===== config.mk =====
export PLATFORM = sky130hd
export DESIGN_NAME = pipe_segment_skid
export DESIGN_NICKNAME = d
export VERILOG_FILES = /design/src/rtl/pipe_segment_skid.sv
export SDC_FILE = /design/constraint.sdc
export NUM_CORES = 1
export LEC_CHECK = 0
export BUFFER_PORTS_ARGS = -buffer_cell sky130_fd_sc_hd__buf_2
export CAP_MARGIN = 20
export CORE_MARGIN = 10
export CORE_UTILIZATION = 57
export DETAILED_ROUTE_END_ITERATION = 12
export PLACE_DENSITY_LB_ADDON = 0.05
export REMOVE_ABC_BUFFERS = 1
export SKIP_CTS_REPAIR_TIMING = 1
export SYNTH_ARGS = -nofsm -noshare
export SYNTH_HDL_FRONTEND = slang
export SYNTH_SLANG_ARGS = --single-unit

===== constraint.sdc =====
create_clock -name clk -period 5.1 [get_ports clk]
set_input_delay 1.02 -clock clk [delete_from_list [all_inputs] [get_ports clk]]
set_output_delay 1.02 -clock clk [all_outputs]
set_load 0.01 [all_outputs]

===== src/rtl/pipe_segment_skid.sv =====
// pipe_segment_skid
// One pipeline segment with a main register and a single skid register. The
// upstream stage can therefore be stalled one edge late without losing the
// entry it was already offering. All state moves on the falling edge of clk,
// like the rest of the pipeline.
module pipe_segment_skid #(
    parameter int DATA_W              = 32,
    parameter int CTRL_W              = 8,
    parameter bit CLEAR_DATA_ON_FLUSH = 1'b0
) (
    input  logic              clk,
    input  logic              rst,
    input  logic              flush,
    input  logic              in_valid,
    output logic              in_ready,
    input  logic [CTRL_W-1:0] in_ctrl,
    input  logic [DATA_W-1:0] in_data,
    output logic              out_valid,
    input  logic              out_ready,
    output logic [CTRL_W-1:0] out_ctrl,
    output logic [DATA_W-1:0] out_data,
    output logic [1:0]        level,
    output logic [15:0]       bubble_cnt
);

    // The state encoding is also the occupancy reported on level.
    localparam logic [1:0] S_EMPTY = 2'd0;
    localparam logic [1:0] S_ONE   = 2'd1;
    localparam logic [1:0] S_FULL  = 2'd2;

    logic [1:0]        state_q;
    logic [1:0]        state_nxt;
    logic [CTRL_W-1:0] main_ctrl_p0;
    logic [DATA_W-1:0] main_data_p0;
    logic [CTRL_W-1:0] skid_ctrl_p1;
    logic [DATA_W-1:0] skid_data_p1;
    logic              vld_p0;
    logic              vld_p1;
    logic              ld_main_in;
    logic              ld_main_skid;
    logic              ld_skid_in;

    function automatic logic [15:0] sat_inc16(input logic [15:0] x);
        return (x == 16'hFFFF) ? x : x + 16'd1;
    endfunction

    assign vld_p0    = (state_q != S_EMPTY);
    assign vld_p1    = (state_q == S_FULL);
    assign in_ready  = !vld_p1;
    assign out_valid = vld_p0;
    assign level     = state_q;
    // A bubble must never present live write enables to the next stage.
    assign out_ctrl  = vld_p0 ? main_ctrl_p0 : '0;
    assign out_data  = main_data_p0;

    // Next-state and register-load decode; flush overrides every transition.
    always_comb begin
        state_nxt    = state_q;
        ld_main_in   = 1'b0;
        ld_main_skid = 1'b0;
        ld_skid_in   = 1'b0;
        case (state_q)
            S_EMPTY: begin
                if (in_valid) begin
                    ld_main_in = 1'b1;
                    state_nxt  = S_ONE;
                end
            end
            S_ONE: begin
                if (in_valid && out_ready) begin
                    ld_main_in = 1'b1;
                end else if (in_valid) begin
                    ld_skid_in = 1'b1;
                    state_nxt  = S_FULL;
                end else if (out_ready) begin
                    state_nxt  = S_EMPTY;
                end
            end
            S_FULL: begin
                if (out_ready) begin
                    ld_main_skid = 1'b1;
                    state_nxt    = S_ONE;
                end
            end
            default: begin
                state_nxt = S_EMPTY;
            end
        endcase
        if (flush) begin
            state_nxt    = S_EMPTY;
            ld_main_in   = 1'b0;
            ld_main_skid = 1'b0;
            ld_skid_in   = 1'b0;
        end
    end

    // Occupancy state register.
    always_ff @(negedge clk or negedge rst) begin
        if (!rst) begin
            state_q <= S_EMPTY;
        end else begin
            state_q <= state_nxt;
        end
    end

    // Main (_p0) and skid (_p1) payload registers; flush zeroes ctrl, data optionally.
    always_ff @(negedge clk or negedge rst) begin
        if (!rst) begin
            main_ctrl_p0 <= '0;
            main_data_p0 <= '0;
            skid_ctrl_p1 <= '0;
            skid_data_p1 <= '0;
        end else if (flush) begin
            main_ctrl_p0 <= '0;
            skid_ctrl_p1 <= '0;
            if (CLEAR_DATA_ON_FLUSH) begin
                main_data_p0 <= '0;
                skid_data_p1 <= '0;
            end
        end else begin
            if (ld_main_in) begin
                main_ctrl_p0 <= in_ctrl;
                main_data_p0 <= in_data;
            end else if (ld_main_skid) begin
                main_ctrl_p0 <= skid_ctrl_p1;
                main_data_p0 <= skid_data_p1;
            end
            if (ld_skid_in) begin
                skid_ctrl_p1 <= in_ctrl;
                skid_data_p1 <= in_data;
            end
        end
    end

    // Saturating count of edges with no valid entry on the output; flush does not touch it.
    always_ff @(negedge clk or negedge rst) begin
        if (!rst) begin
            bubble_cnt <= '0;
        end else if (!vld_p0) begin
            bubble_cnt <= sat_inc16(bubble_cnt);
        end
    end

endmodule


**Word-level counts from Yosys, hierarchy flattened**

Index checks and enable logic that the tools add are counted.

- Register bits after elaboration: 98
- Bits of input ports: 45
- Output and inout bits: 60
- Logic and storage cells: 53

- $add $sub $neg: 1
- Reductions and logical operators: 11
- Multiplexer cells: 25
- Equality and inequality tests: 7
- Bitwise operators: 3

Operator list:

| kind | number |
|---|---|
| $mux 32 | 2 |
| $mux 8 | 6 |
| $add 16x1->16 const B | 1 |
| $eq 16x16->1 const B | 1 |
| $mux 2 | 6 |
| $mux 1 | 9 |
| $ne 3x3->1 const B | 3 |
| $pmux 2 s3 | 1 |
| $reduce_and 2->1 | 3 |
| $reduce_bool 2->1 | 3 |
| $ne 4x4->1 const B | 1 |
| $reduce_and 4->1 | 1 |
| $not 1->1 | 3 |
| $reduce_bool 3->1 | 1 |
| $eq 2x1->1 const B | 1 |
| $eq 2x2->1 const B | 1 |
| $logic_not 2->1 | 1 |
| $pmux 1 s2 | 1 |
| $logic_and 1x1->1 | 1 |
| $logic_not 1->1 | 1 |

**Logic depth before layout (Yosys ltp)**

Gate-level depths: netlist of run 1.

- Depth after elaboration: 6
- Gate-level depth with buffers: 6
- Depth with buffers taken out: 5

==> results.md, run 1 <==
Clock tree:
- The clock-pin slew on the worst setup and hold paths is 0.07 ns.
- In this run the deepest clock path goes through 2 buffers.
- The root buffer cell chosen for the clock tree is clkbuf_8.
- Counting the buffers created by CTS gives 9.
- The total number of H-tree levels is 3.
- TritonCTS built the clock tree.
- For this design, the sink count on the clock tree is 98.
- At the later pin of the worst-skew pair, clock insertion delay measures 0.34 ns.

Logic synthesis:
- The simple logic cell fraction of the synthesized area is 17.20%.
- The post-synthesis share of cell area spent on xor and xnor gates is 2.902%.
- After Yosys synthesis, full adders, half adders and majority gates account for 0.2961% of the synthesized area.
- In this run the cell area of the synthesized design comes to 4225 um2.
- The portion of synthesized area spent on multiplexers is 9.121%.
- Of all flip-flops after synthesis, the portion carrying an async set or reset was 100.0%.
- The netlist uses 41 different library cells.
- A synthesized cell averages 11.33 um2.
- Counting flops with a built-in enable in the synthesized netlist gives 0.
- The synthesized-area fraction occupied by ao, oa, aoi and oai cells is 10.19%.
- The share of synthesized area occupied by flip-flops and latches is 58.04%.
- For this run, the leading register cell type out of synthesis is dfrtn_1.
- The count of synthesis-stage warnings from yosys is 0.
- The largest family of logic cells by synthesized area is simple AND/OR/NAND/NOR gates.
- The number of standard cells after synthesis is 373.
- The synthesized flop and latch total is 98.

GRT:
- The via count of the first global-routing pass is 3,403.
- The pin count of the biggest net entering global routing is 41.
- The number of antenna violations at the first check in global routing is 0.
- The global-route congestion overflow total is 0.
- The wire length of the first global-routing pass is 16.59 mm.
- The total global routing track utilization is 17.80%.

Timing:
- After routing, the total negative slack on setup checks comes to 0 ns.
- The final count of hold timing violations was 0.
- The headroom to the max-slew limit is 37.36%.
- The final count of negative-setup-slack endpoints is 0.
- The number of max-slew violations in the final report was 0.
- Across the routed clock network, the largest skew measured is 0.006552 ns.
- Setup repair after global routing left no endpoint under its margin.
- The transition at the pin with the smallest max-transition slack is 0.9386 ns.

Hold path:
- The launch point of the worst hold path is out_data[8].
- The tightest min-delay check is of the flip-flop to flip-flop type.
- The count of cells along the worst hold path is 2.
- The end of the worst hold path is out_data[8].

Routing:
- The final wirelength is 9.795 mm.
- The post-detailed-route DRC marker count is 0.
- The via total after detailed routing is 3,242.
- The count of nets left with antenna violations after detail routing is 0.
- The detailed-route wire length per cell is 16.69 um.
- The first TritonRoute pass finished after 5 iterations.
- For this block, the initial DRC count from the detailed router was 123.
- The via count normalized by instance count is 5.523.

Critical path:
- The end of the worst register-to-register path is bubble_cnt[1].
- The largest fanout on the critical path is 10.
- The startpoint of the lowest-slack register-to-register path is bubble_cnt[0].
- The required time at the endpoint of the critical path is 4.08 ns.
- The arrival time of the worst setup path is 3.93 ns.
- STA classifies the critical path startpoint as a flip-flop.
- For flop-to-flop paths, the worst setup slack is 3.05 ns.
- Counting cells, the worst reg-to-reg path comes to 5.
- The setup path with the least slack is of type flip-flop to output port.
- The kind of capture point of the worst setup path is an output port.

Place:
- The weighted congestion at the end of routability-driven global placement is 0.7909.
- Detailed placement ended at an HPWL of 7.069 mm.
- Buffers placed on the I/O ports in this run total 104.
- Once placement finished, the instance area stood at 4933 um2.
- Including well taps, the total number of placed cells is 571.

Final layout:
- Counting the fill cells in the layout gives 571.
- The layout overhead on the synthesized area is 21.47%.
- The utilization after layout is 71.14%.
- The library cells used most frequently in the layout, excluding fill and tap cells, are buf_2 (103), dfrtn_1 (98), nand2_1 (92).
- The summed area of non-filler cells in the final layout is 5132 um2.
- The antenna cell count is 0.
- Leaving out fill and tap cells, the most frequent cell in the layout is buf_2.
- The post-route netlist has 36.68% of its cells at a drive strength greater than 1.
- For this run, the post-layout net count is 529.
- The number of standard cells in the layout, taps in and fillers out is 587.

Floorplanning:
- The horizontal extent of the die is 106.1 um.
- The count of standard-cell rows is 31.
- The effective utilization at floorplan is 58.57%.
- The I/O pin count is 105.
- The placeable core area is 7214 um2.
- The height of the chip is 106.1 um.
- The full die area is 11,260 um2.

Job:
- Max-cap violations in this run came to 0.

Power:
- The worst ir drop on vdd is 208.8 uV.
- For this design the static power due to leakage is 2.585 nW.
- The switching component of the power is 0.5894 mW.
- The power per cell area is 379.6 nW/um2.
- The part of the power in the clock network is 25.1%.
- Of the total power, combinational logic draws 20.7%.
- Sequential cells account for 54.2% of the total power.
- Internal power comes to 1.359 mW.
- The switching portion of total power is 30.25%.

Status:
- The flow ran to the end, and the final reports show no timing, DRC or antenna violations.
[routing by layer]
layer	GRT usage, %	wire [um]
met5	0	0
met2	28.80	4922
met3	5.978	771
met4	6.867	147
met1	21.57	3954
[power groups by stage]
stage                     clock, mW  sequential, mW  combinational (mW)
final                         0.488            1.06               0.403
after global routing          0.531            1.08               0.451
after CTS                     0.499            1.06               0.412
after detailed placement          0            1.07               0.411
after global placement            0            1.06               0.393
after floorplan                   0            1.08               0.198
[synth_stat cells, types with 2 or more instances]
library cell | number | area share [%]
nand3_1 | 8 | 0.95
nand2b_1 | 3 | 0.44
a21oi_1 | 11 | 1.3
nand4_2 | 3 | 0.89
a22oi_1 | 32 | 5.7
nand2_1 | 92 | 8.2
nor3_1 | 6 | 0.71
nor2_2 | 2 | 0.30
xor2_1 | 11 | 2.3
and2_1 | 8 | 1.2
mux2_2 | 31 | 8.3
nand4_1 | 3 | 0.44
buf_6 | 3 | 0.80
o21ai_0 | 8 | 0.95
clkbuf_1 | 7 | 0.62
dfrtn_1 | 98 | 58
nor4_1 | 5 | 0.74
a2bb2oi_1 | 8 | 1.7
xnor2_1 | 3 | 0.62
nor2_1 | 3 | 0.27
or2_2 | 2 | 0.30
buf_2 | 7 | 0.83
[flip-flops by register name, summed over array words and instances (netlist names)]
signal / count
bubble_cnt: 16
main_ctrl_p0: 8
out_data: 32
skid_data_p1: 32
skid_ctrl_p1: 8
level: 2
[stage by stage]
step / total power [mW] / hold slack, ns / setup slack (ns)
detailed placement: 1.480 / 0.4184 / 0.1030
global route: 2.061 / 0.4449 / 0.08538
global placement: 1.454 / 0.4158 / 0.1369
CTS: 1.968 / 0.4234 / 0.04163
finish: 1.948 / 0.4157 / 0.1490
floorplan: 1.278 / 0.4154 / -1.004
[layout make-up]
cell class	instances	area [um2]	area share, %
flip-flops and latches	98	2452	47.78
multi-input cells	258	1697	33.06
repair buffers	116	663.1	12.92
clock buffers	11	151.4	2.950
well taps	99	123.9	2.413
clock inverters	5	45.04	0.8776
[logic make-up (layout without fill, tap and decap cells)]
| logic type | after synthesis | in the layout |
|---|---|---|
| flops | 98 | 98 |
| compound gates | 62 | 62 |
| mux | 34 | 34 |
| simple gates | 147 | 147 |
| xor+xnor | 14 | 14 |
| fa+ha+maj | 1 | 1 |
| buf+inv | 17 | 132 |
[how the worst max path moves through the flow]
stage	cells after the start	slack, ns	start	endpoint
after floorplan	4	-1.00	in_valid	out_data[0]
after global placement	5	0.14	out_ready	out_data[19]
after detailed placement	5	0.10	out_ready	out_data[24]
after CTS	3	0.04	level[1]	out_ctrl[4]
after global routing	3	0.09	level[1]	out_ctrl[7]
final	3	0.15	level[1]	out_ctrl[4]
[worst max-delay path: stages (launching register included)]
cell,delay [ns]
dfrtn_1,0.42
or2_4,0.32
and2_1,0.17
buf_2,0.13
(Power assumes the default switching activity.)
==> run 2, diff against run 1 <==
==> config.mk (replaced) <==
export PLATFORM = sky130hd
export DESIGN_NAME = pipe_segment_skid
export DESIGN_NICKNAME = d
export VERILOG_FILES = /design/src/rtl/pipe_segment_skid.sv
export SDC_FILE = /design/constraint.sdc
export NUM_CORES = 1
export LEC_CHECK = 0
export CAP_MARGIN = 20
export CORE_UTILIZATION = 67
export DETAILED_ROUTE_END_ITERATION = 12
export DONT_BUFFER_PORTS = 1
export PLACE_DENSITY_LB_ADDON = 0.05
export REMOVE_ABC_BUFFERS = 1
export SKIP_CTS_REPAIR_TIMING = 1
export SLEW_MARGIN = 20
export SYNTH_ARGS = -nofsm -noshare
export SYNTH_HDL_FRONTEND = slang
export SYNTH_SLANG_ARGS = --single-unit
==> results.md, run 2 (same netlist as run 1, synthesis figures left out) <==
GRT:
- The number of antenna violations at the first check in global routing was 0 (unchanged).
- The global-route congestion overflow total was 0 (unchanged).
- The pin count of the biggest net entering global routing is 99 (+140%).
- The via count of the first global-routing pass is 2,801 (-18%).
- The wire length of the first global-routing pass was 13.14 mm (-21%).
- The total global routing track utilization is 26.34% (+8.5 points).

Critical path:
- The nature of the critical path startpoint is a flip-flop.
- The largest fanout on the critical path is 10 (unchanged).
- The largest incremental delay on the critical path is 0.57 ns (+0.15 ns).
- The kind of capture point of the worst setup path is an output port.
- The required time at the endpoint of the critical path is 4.08 ns (about the same).
- The depth of the most critical reg-to-reg path is 5 (unchanged).
- The largest individual stage delay along the critical path comes from the cell dfrtn_1.
- The setup path with the least slack is of type flip-flop to output port.
- The signal on the critical path passes through or2_4, and2_1.
- The arrival time of the worst setup path is 3.88 ns (-0.05 ns).

Final layout:
- The net count reported at finish was 422 (-20%).
- The antenna cell count came to 0 (unchanged).
- Relative to the synthesized area, the layout overhead comes to 7.107%.
- The most common library cell in the layout ignoring fill and taps is dfrtn_1.
- The share of cells above drive strength 1 is 18.64% (-18 points).
- In the layout the commonest cells are dfrtn_1 (98), nand2_1 (92), a22oi_1 (32).

Power:
- The worst ir drop on vdd came to 297.9 uV (+43%).
- The sequential fraction of design power came to 60.0% (+5.8 points).
- The part of the total power dissipated in combinational logic is 12.9% (-7.8 points).
- The part of the power in the clock network is 27.2% (+2.1 points).
- The internal power contribution came to 1.321 mW (-2.8%).
- The static leakage is 2.096 nW (-19%).
- The switching component of the power is 0.5183 mW (-12%).
- The power per cell area came to 406.5 nW/um2 (+7.1%).
- The switching portion of total power is 28.17% (-2.1 points).

Hold path:
- The count of cells along the worst hold path is 2 (unchanged).
- The path class of the tightest hold or removal check is flip-flop to flip-flop.

Routing:
- The detailed-route wire length per cell is 17.98 um (+7.7%).
- The number of optimization iterations in the first detailed-route pass is 5 (unchanged).
- The final wirelength is 8.197 mm (-16%).
- The via total after detailed routing is 2,791 (-14%).
- The post-detailed-route DRC marker count came to 0 (unchanged).
- The count of nets left with antenna violations after detail routing is 0 (unchanged).
- The via count normalized by instance count is 6.121 (+11%).
- The DRC marker count from the first detailed-route iteration was 186 (+51%).

Place:
- The worst setup slack after placement is 0.2075 ns (+0.1045 ns).
- The post-DP HPWL is 5.352 mm (-24%).
- The weighted congestion at the end of routability-driven global placement is 0.8038 (+1.6%).
- The total of buffers placed on input and output ports is 0 (-100%).

Floorplanning:
- The effective utilization at floorplan is 70.53% (+12 points).
- The placeable core area came to 5991 um2 (-17%).
- The height of the chip is 81.41 um (-23%).
- The count of standard-cell rows is 28 (-9.7%).
- The horizontal extent of the die is 81.41 um (-23%).
- The I/O pin count is 105 (unchanged).
- The full die area came to 6628 um2 (-41%).

Timing:
- The number of max-slew violations in the final report came to 0 (unchanged).
- The transition at the pin with the smallest max-transition slack is 0.6273 ns (-0.3112 ns).
- The final worst hold slack is 0.4335 ns (+0.01780 ns).
- Setup repair after global routing left no endpoint under its margin.
- The final count of negative-setup-slack endpoints was 0 (unchanged).
- The final setup skew came to 0.007640 ns (+0.001088 ns).
- The setup slack after layout is 0.1980 ns (+0.04907 ns).
- The final count of hold timing violations is 0 (unchanged).
- The headroom to the max-slew limit is 57.95% (+21 points).
- The accumulated negative setup slack is 0 ns (unchanged).

Status:
- The run finished with clean final reports.

Clock tree:
- The maximum buffer depth of the clock tree is 2 (unchanged).
- The total number of H-tree levels is 3 (unchanged).
- The CTS root buffer is clkbuf_8.
- TritonCTS built the clock tree.
- The count of clock tree sinks was 98 (unchanged).
- The clock-pin slew on the worst setup and hold paths is 0.06 ns (about the same).
- The clock buffer count from CTS is 9 (unchanged).
- The clock insertion delay at the later pin of the skew report is 0.33 ns (about the same).

Job:
- The number of maximum-capacitance violations is 0 (unchanged).
==> run 2: changes by cell type in the layout (fill, tap and decap cells not counted) <==
cell / delta
buf_2: -103
buf_12: -3
clkinvlp_4: +2
buf_4: -1
bufinv_16: +1
clkbuf_1: +1
clkbuf_8: -1
clkinv_4: -1
inv_6: -1
inv_8: -1
==> run 2: layout make-up <==
class	count	area, um2
Timing Repair Buffer	9	80.08
Sequential cell	98	2452
Fill cell	411	1465
Clock buffer	11	141.4
Multi-Input combinational cell	258	1697
Tap cell	75	93.84
Clock inverter	5	61.31
==> run 2: metal layers <==
metal,vias up,GRT usage (%),share of wire (%)
met5,-,0,0
met4,0,9.464,0.77
met3,6,7.667,7.2
met2,92,43.58,51
met1,1377,32.93,41
li1,1316,-,-
==> run 2: path summary, 6_finish.rpt <==
| path | start | endpoint | slack [ns] |
|---|---|---|---|
| hold reg to reg | skid_data_p1[4] | out_data[4] | 0.43 |
| setup reg to reg | bubble_cnt[1] | bubble_cnt[1] | 2.98 |
| hold / removal | skid_data_p1[4] | out_data[4] | 0.43 |
| min in group asynchronous | rst | main_ctrl_p0[4] | 2.83 |
| max in group asynchronous | rst | skid_data_p1[20] | 2.11 |
| setup / recovery | level[1] | out_ctrl[3] | 0.20 |
==> run 2: power groups by stage <==
stage	registers [mW]	logic, mW	clock network [mW]
floorplan	1.08	0.198	0
global route	1.12	0.264	0.543
CTS	1.10	0.240	0.510
global placement	1.11	0.226	0
finish	1.10	0.237	0.499
detailed placement	1.12	0.240	0
==> run 2: critical path, delay by kind of cell, from the launching register on <==
family,cells,cell delay (ns)
flops,1,0.57
simple gates,2,0.45
==> run 2: per-stage QoR <==
stage | std cells | cell area, um2 | power, mW | util, %
finish | 456 | 4526 | 1.840 | 75.54
global route | 456 | 4526 | 1.932 | 75.54
CTS | 456 | 4523 | 1.853 | 75.50
detailed placement | 440 | 4320 | 1.355 | 72.12
global placement | 440 | 4320 | 1.332 | 72.12
floorplan | 356 | 4130 | 1.278 | -
==> run 3, diff against run 2 <==
--- a/config.mk
+++ b/config.mk
@@ -5,8 +5,10 @@
 export SDC_FILE = /design/constraint.sdc
 export NUM_CORES = 1
 export LEC_CHECK = 0
+export ABC_AREA = 1
 export CAP_MARGIN = 20
-export CORE_UTILIZATION = 67
+export CORE_UTILIZATION = 68
+export CTS_CLUSTER_DIAMETER = 200
 export DETAILED_ROUTE_END_ITERATION = 12
 export DONT_BUFFER_PORTS = 1
 export PLACE_DENSITY_LB_ADDON = 0.05
==> results.md, run 3 <==
Timing:
- Setup repair after global routing left no endpoint under its margin.
- The final worst hold slack is 0.4282 ns (-0.005316 ns).
- The number of max-slew violations in the final report was 0 (unchanged).
- The transition at the pin with the smallest max-transition slack is 0.5579 ns (-0.06937 ns).
- The accumulated negative setup slack is 0 ns (unchanged).
- The final count of hold timing violations was 0 (unchanged).
- The final setup skew is 0.009101 ns (+0.001462 ns).
- The setup slack after layout came to 0.1052 ns (-0.09279 ns).
- The headroom to the max-slew limit is 62.55% (+4.6 points).
- The final count of negative-setup-slack endpoints is 0 (unchanged).

Routing:
- The detailed-route wire length per cell came to 14.62 um (-19%).
- The via count normalized by instance count is 5.575 (-8.9%).
- The DRC marker count from the first detailed-route iteration is 151 (-19%).
- The total length of routed met3 wires came to 629 um (+7.0%).
- The post-detailed-route DRC marker count is 0 (unchanged).
- The number of optimization iterations in the first detailed-route pass is 4 (-1).
- The final wirelength is 8.979 mm (+9.5%).
- The count of nets left with antenna violations after detail routing was 0 (unchanged).
- The routed length on met2 is 4.253 mm (+2.3%).
- The highest metal layer with signal wires is met4.
- The via total after detailed routing is 3,423 (+23%).
- The met1 layer wirelength in the final routing is 3.912 mm (+16%).

Floorplanning:
- The horizontal extent of the die came to 83.64 um (+2.7%).
- The effective utilization at floorplan was 70.96% (+0.43 points).
- The count of standard-cell rows was 29 (+3.6%).
- The placeable core area is 6386 um2 (+6.6%).
- The I/O pin count is 105 (unchanged).
- The height of the chip is 83.64 um (+2.7%).
- The full die area is 6995 um2 (+5.5%).

Job:
- The number of maximum-capacitance violations is 0 (unchanged).

Logic synthesis:
- Summed over all instances, the cell type with the most area after synthesis is dfrtn_1.
- In the synthesized netlist, the cells that appear most often are nand2_1 (155), dfrtn_1 (98), inv_1 (74), nor2_1 (57), a21oi_1 (33).
- The fraction of synthesis flops using an asynchronous set or reset pin is 100.0% (unchanged).
- The number of standard cells after synthesis is 536 (+44%).
- Sorting the synthesized cells by area gives the leading types as dfrtn_1 (54%), nand2_1 (13%), inv_1 (6.1%).
- In the synthesized netlist the dominant register cell turns out to be dfrtn_1.
- The post-synth design cell area is 4532 um2 (+7.3%).
- The share of synthesized area occupied by flip-flops and latches is 54.11% (-3.9 points).
- By instance count, the leading cell after synthesis is nand2_1.
- The average cell area after synthesis is 8.455 um2 (-25%).
- The proportion of netlist area held by the largest area contributor is 54.11% (-3.9 points).
- The count of distinct cell types in the synthesized netlist is 29 (-29%).
- The count of synthesis-stage warnings from yosys was 0 (unchanged).
- The number of enable-type register cells in the synthesized netlist is 0 (unchanged).
- The synthesized flop and latch total came to 98 (unchanged).

Power:
- The static leakage is 2.321 nW (+11%).
- The power per cell area is 427.2 nW/um2 (+5.1%).
- The total chip power is 2.040 mW (+11%).
- The worst ir drop on vdd is 333.7 uV (+12%).

Place:
- The instance area at placement is 4577 um2 (+5.9%).
- The weighted congestion at the end of routability-driven global placement came to 0.8263 (+2.8%).
- The total of buffers placed on input and output ports is 0 (unchanged).
- The post-DP HPWL is 6.094 mm (+14%).
- The worst setup slack after placement is 0.2741 ns (+0.06666 ns).
- The total instance count after detailed placement is 598 (+36%).

Clock tree:
- The clock-pin slew on the worst setup and hold paths is 0.06 ns (about the same).
- The clock insertion delay at the later pin of the skew report is 0.34 ns (about the same).
- The total number of H-tree levels came to 3 (unchanged).
- The maximum buffer depth of the clock tree is 2 (unchanged).
- The CTS root buffer is clkbuf_8.
- The clock tree from TritonCTS is yes.
- The clock buffer count from CTS came to 9 (unchanged).
- The count of clock tree sinks came to 98 (unchanged).

Final layout:
- The share of cells above drive strength 1 was 7.449% (-11 points).
- The number of standard cells in the layout, taps in and fillers out is 614 (+35%).
- The summed area of non-filler cells in the final layout is 4776 um2 (+5.5%).
- The net count reported at finish was 578 (+37%).
- The antenna cell count came to 0 (unchanged).
- The most common library cell in the layout ignoring fill and taps is nand2_1.
- Compared with the post-synthesis result, the final layout area differs by 5.384%.
- The number of filler cells placed in the layout is 475 (+16%).
- The utilization after layout is 74.78% (-0.76 points).
- In the layout the commonest cells are nand2_1 (155), dfrtn_1 (98), inv_1 (74).

Hold path:
- The class of the worst hold path is flip-flop to flip-flop.

Critical path:
- The worst setup path is captured at an output port.
- The required time at the endpoint of the critical path is 4.08 ns (about the same).
- The arrival time of the worst setup path was 3.97 ns (+0.09 ns).
- The critical setup path kind is flip-flop to output port.
- The nature of the critical path startpoint is a flip-flop.
- The largest fanout on the critical path was 13 (+3).

GRT:
- The global-route congestion overflow total is 0 (unchanged).
- The pin count of the biggest net entering global routing is 99 (unchanged).
- The via count of the first global-routing pass is 3,329 (+19%).
- The number of antenna violations at the first check in global routing is 0 (unchanged).
- The total global routing track utilization is 27.06% (+0.72 points).
- The wire length of the first global-routing pass was 15.09 mm (+15%).

Status:
- The run finished with clean final reports.
-- run 3: kinds of logic (layout without fill, tap and decap cells) --
| kind of cell | Yosys count | count (layout) | share of synthesized area, % |
|---|---|---|---|
| XOR/XNOR | 8 | 8 | 1.546 |
| buffers and inverters | 98 | 99 | 9.166 |
| flip-flops | 98 | 98 | 54.11 |
| adder cells (fa/ha/maj) | 1 | 1 | 0.2760 |
| AO/OA/AOI/OAI | 91 | 91 | 12.65 |
| AND/OR/NAND/NOR | 240 | 240 | 22.25 |
-- run 3: worst paths after layout --
path	startpoint	cells after the start	end	slack, ns
setup / recovery	level[1]	3	out_ctrl[0]	0.11
hold / removal	main_ctrl_p0[3]	2	main_ctrl_p0[3]	0.43
setup reg to reg	bubble_cnt[0]	6	bubble_cnt[6]	3.23
hold reg to reg	main_ctrl_p0[3]	2	main_ctrl_p0[3]	0.43
max in group asynchronous	rst	0	skid_data_p1[30]	2.13
min in group asynchronous	rst	0	main_ctrl_p0[2]	2.81
-- run 3: cell type report --
class                      count  area (um2)  share of cell area, %
clock inverter                 7       75.07                  1.572
inverter                      78       292.8                  6.130
multi-input combinational    340        1673                  35.03
timing repair buffer           5       62.56                  1.310
tap                           77       96.34                  2.017
clock buffer                   9       123.9                  2.594
sequential                    98        2452                  51.35
-- run 3: report_power, final --
| part | total, mW | internal (mW) | switching, mW | leakage [nW] |
|---|---|---|---|---|
| registers | 1.16 | 0.995 | 0.167 | 1.19 |
| logic | 0.372 | 0.143 | 0.228 | 1.04 |
| clock network | 0.507 | 0.229 | 0.277 | 0.0923 |
-- run 3: metal layers --
layer | vias up | track usage, %
met1 | 1608 | 34.68
li1 | 1691 | -
met3 | 16 | 8.111
met5 | - | 0
met2 | 108 | 43.53
met4 | 0 | 10.63
-- run 3: critical path, stage by stage, from the launching register on --
cell and delay [ns]:
dfrtn_1 0.62, nor2_2 0.07, buf_4 0.19, nor2_1 0.20
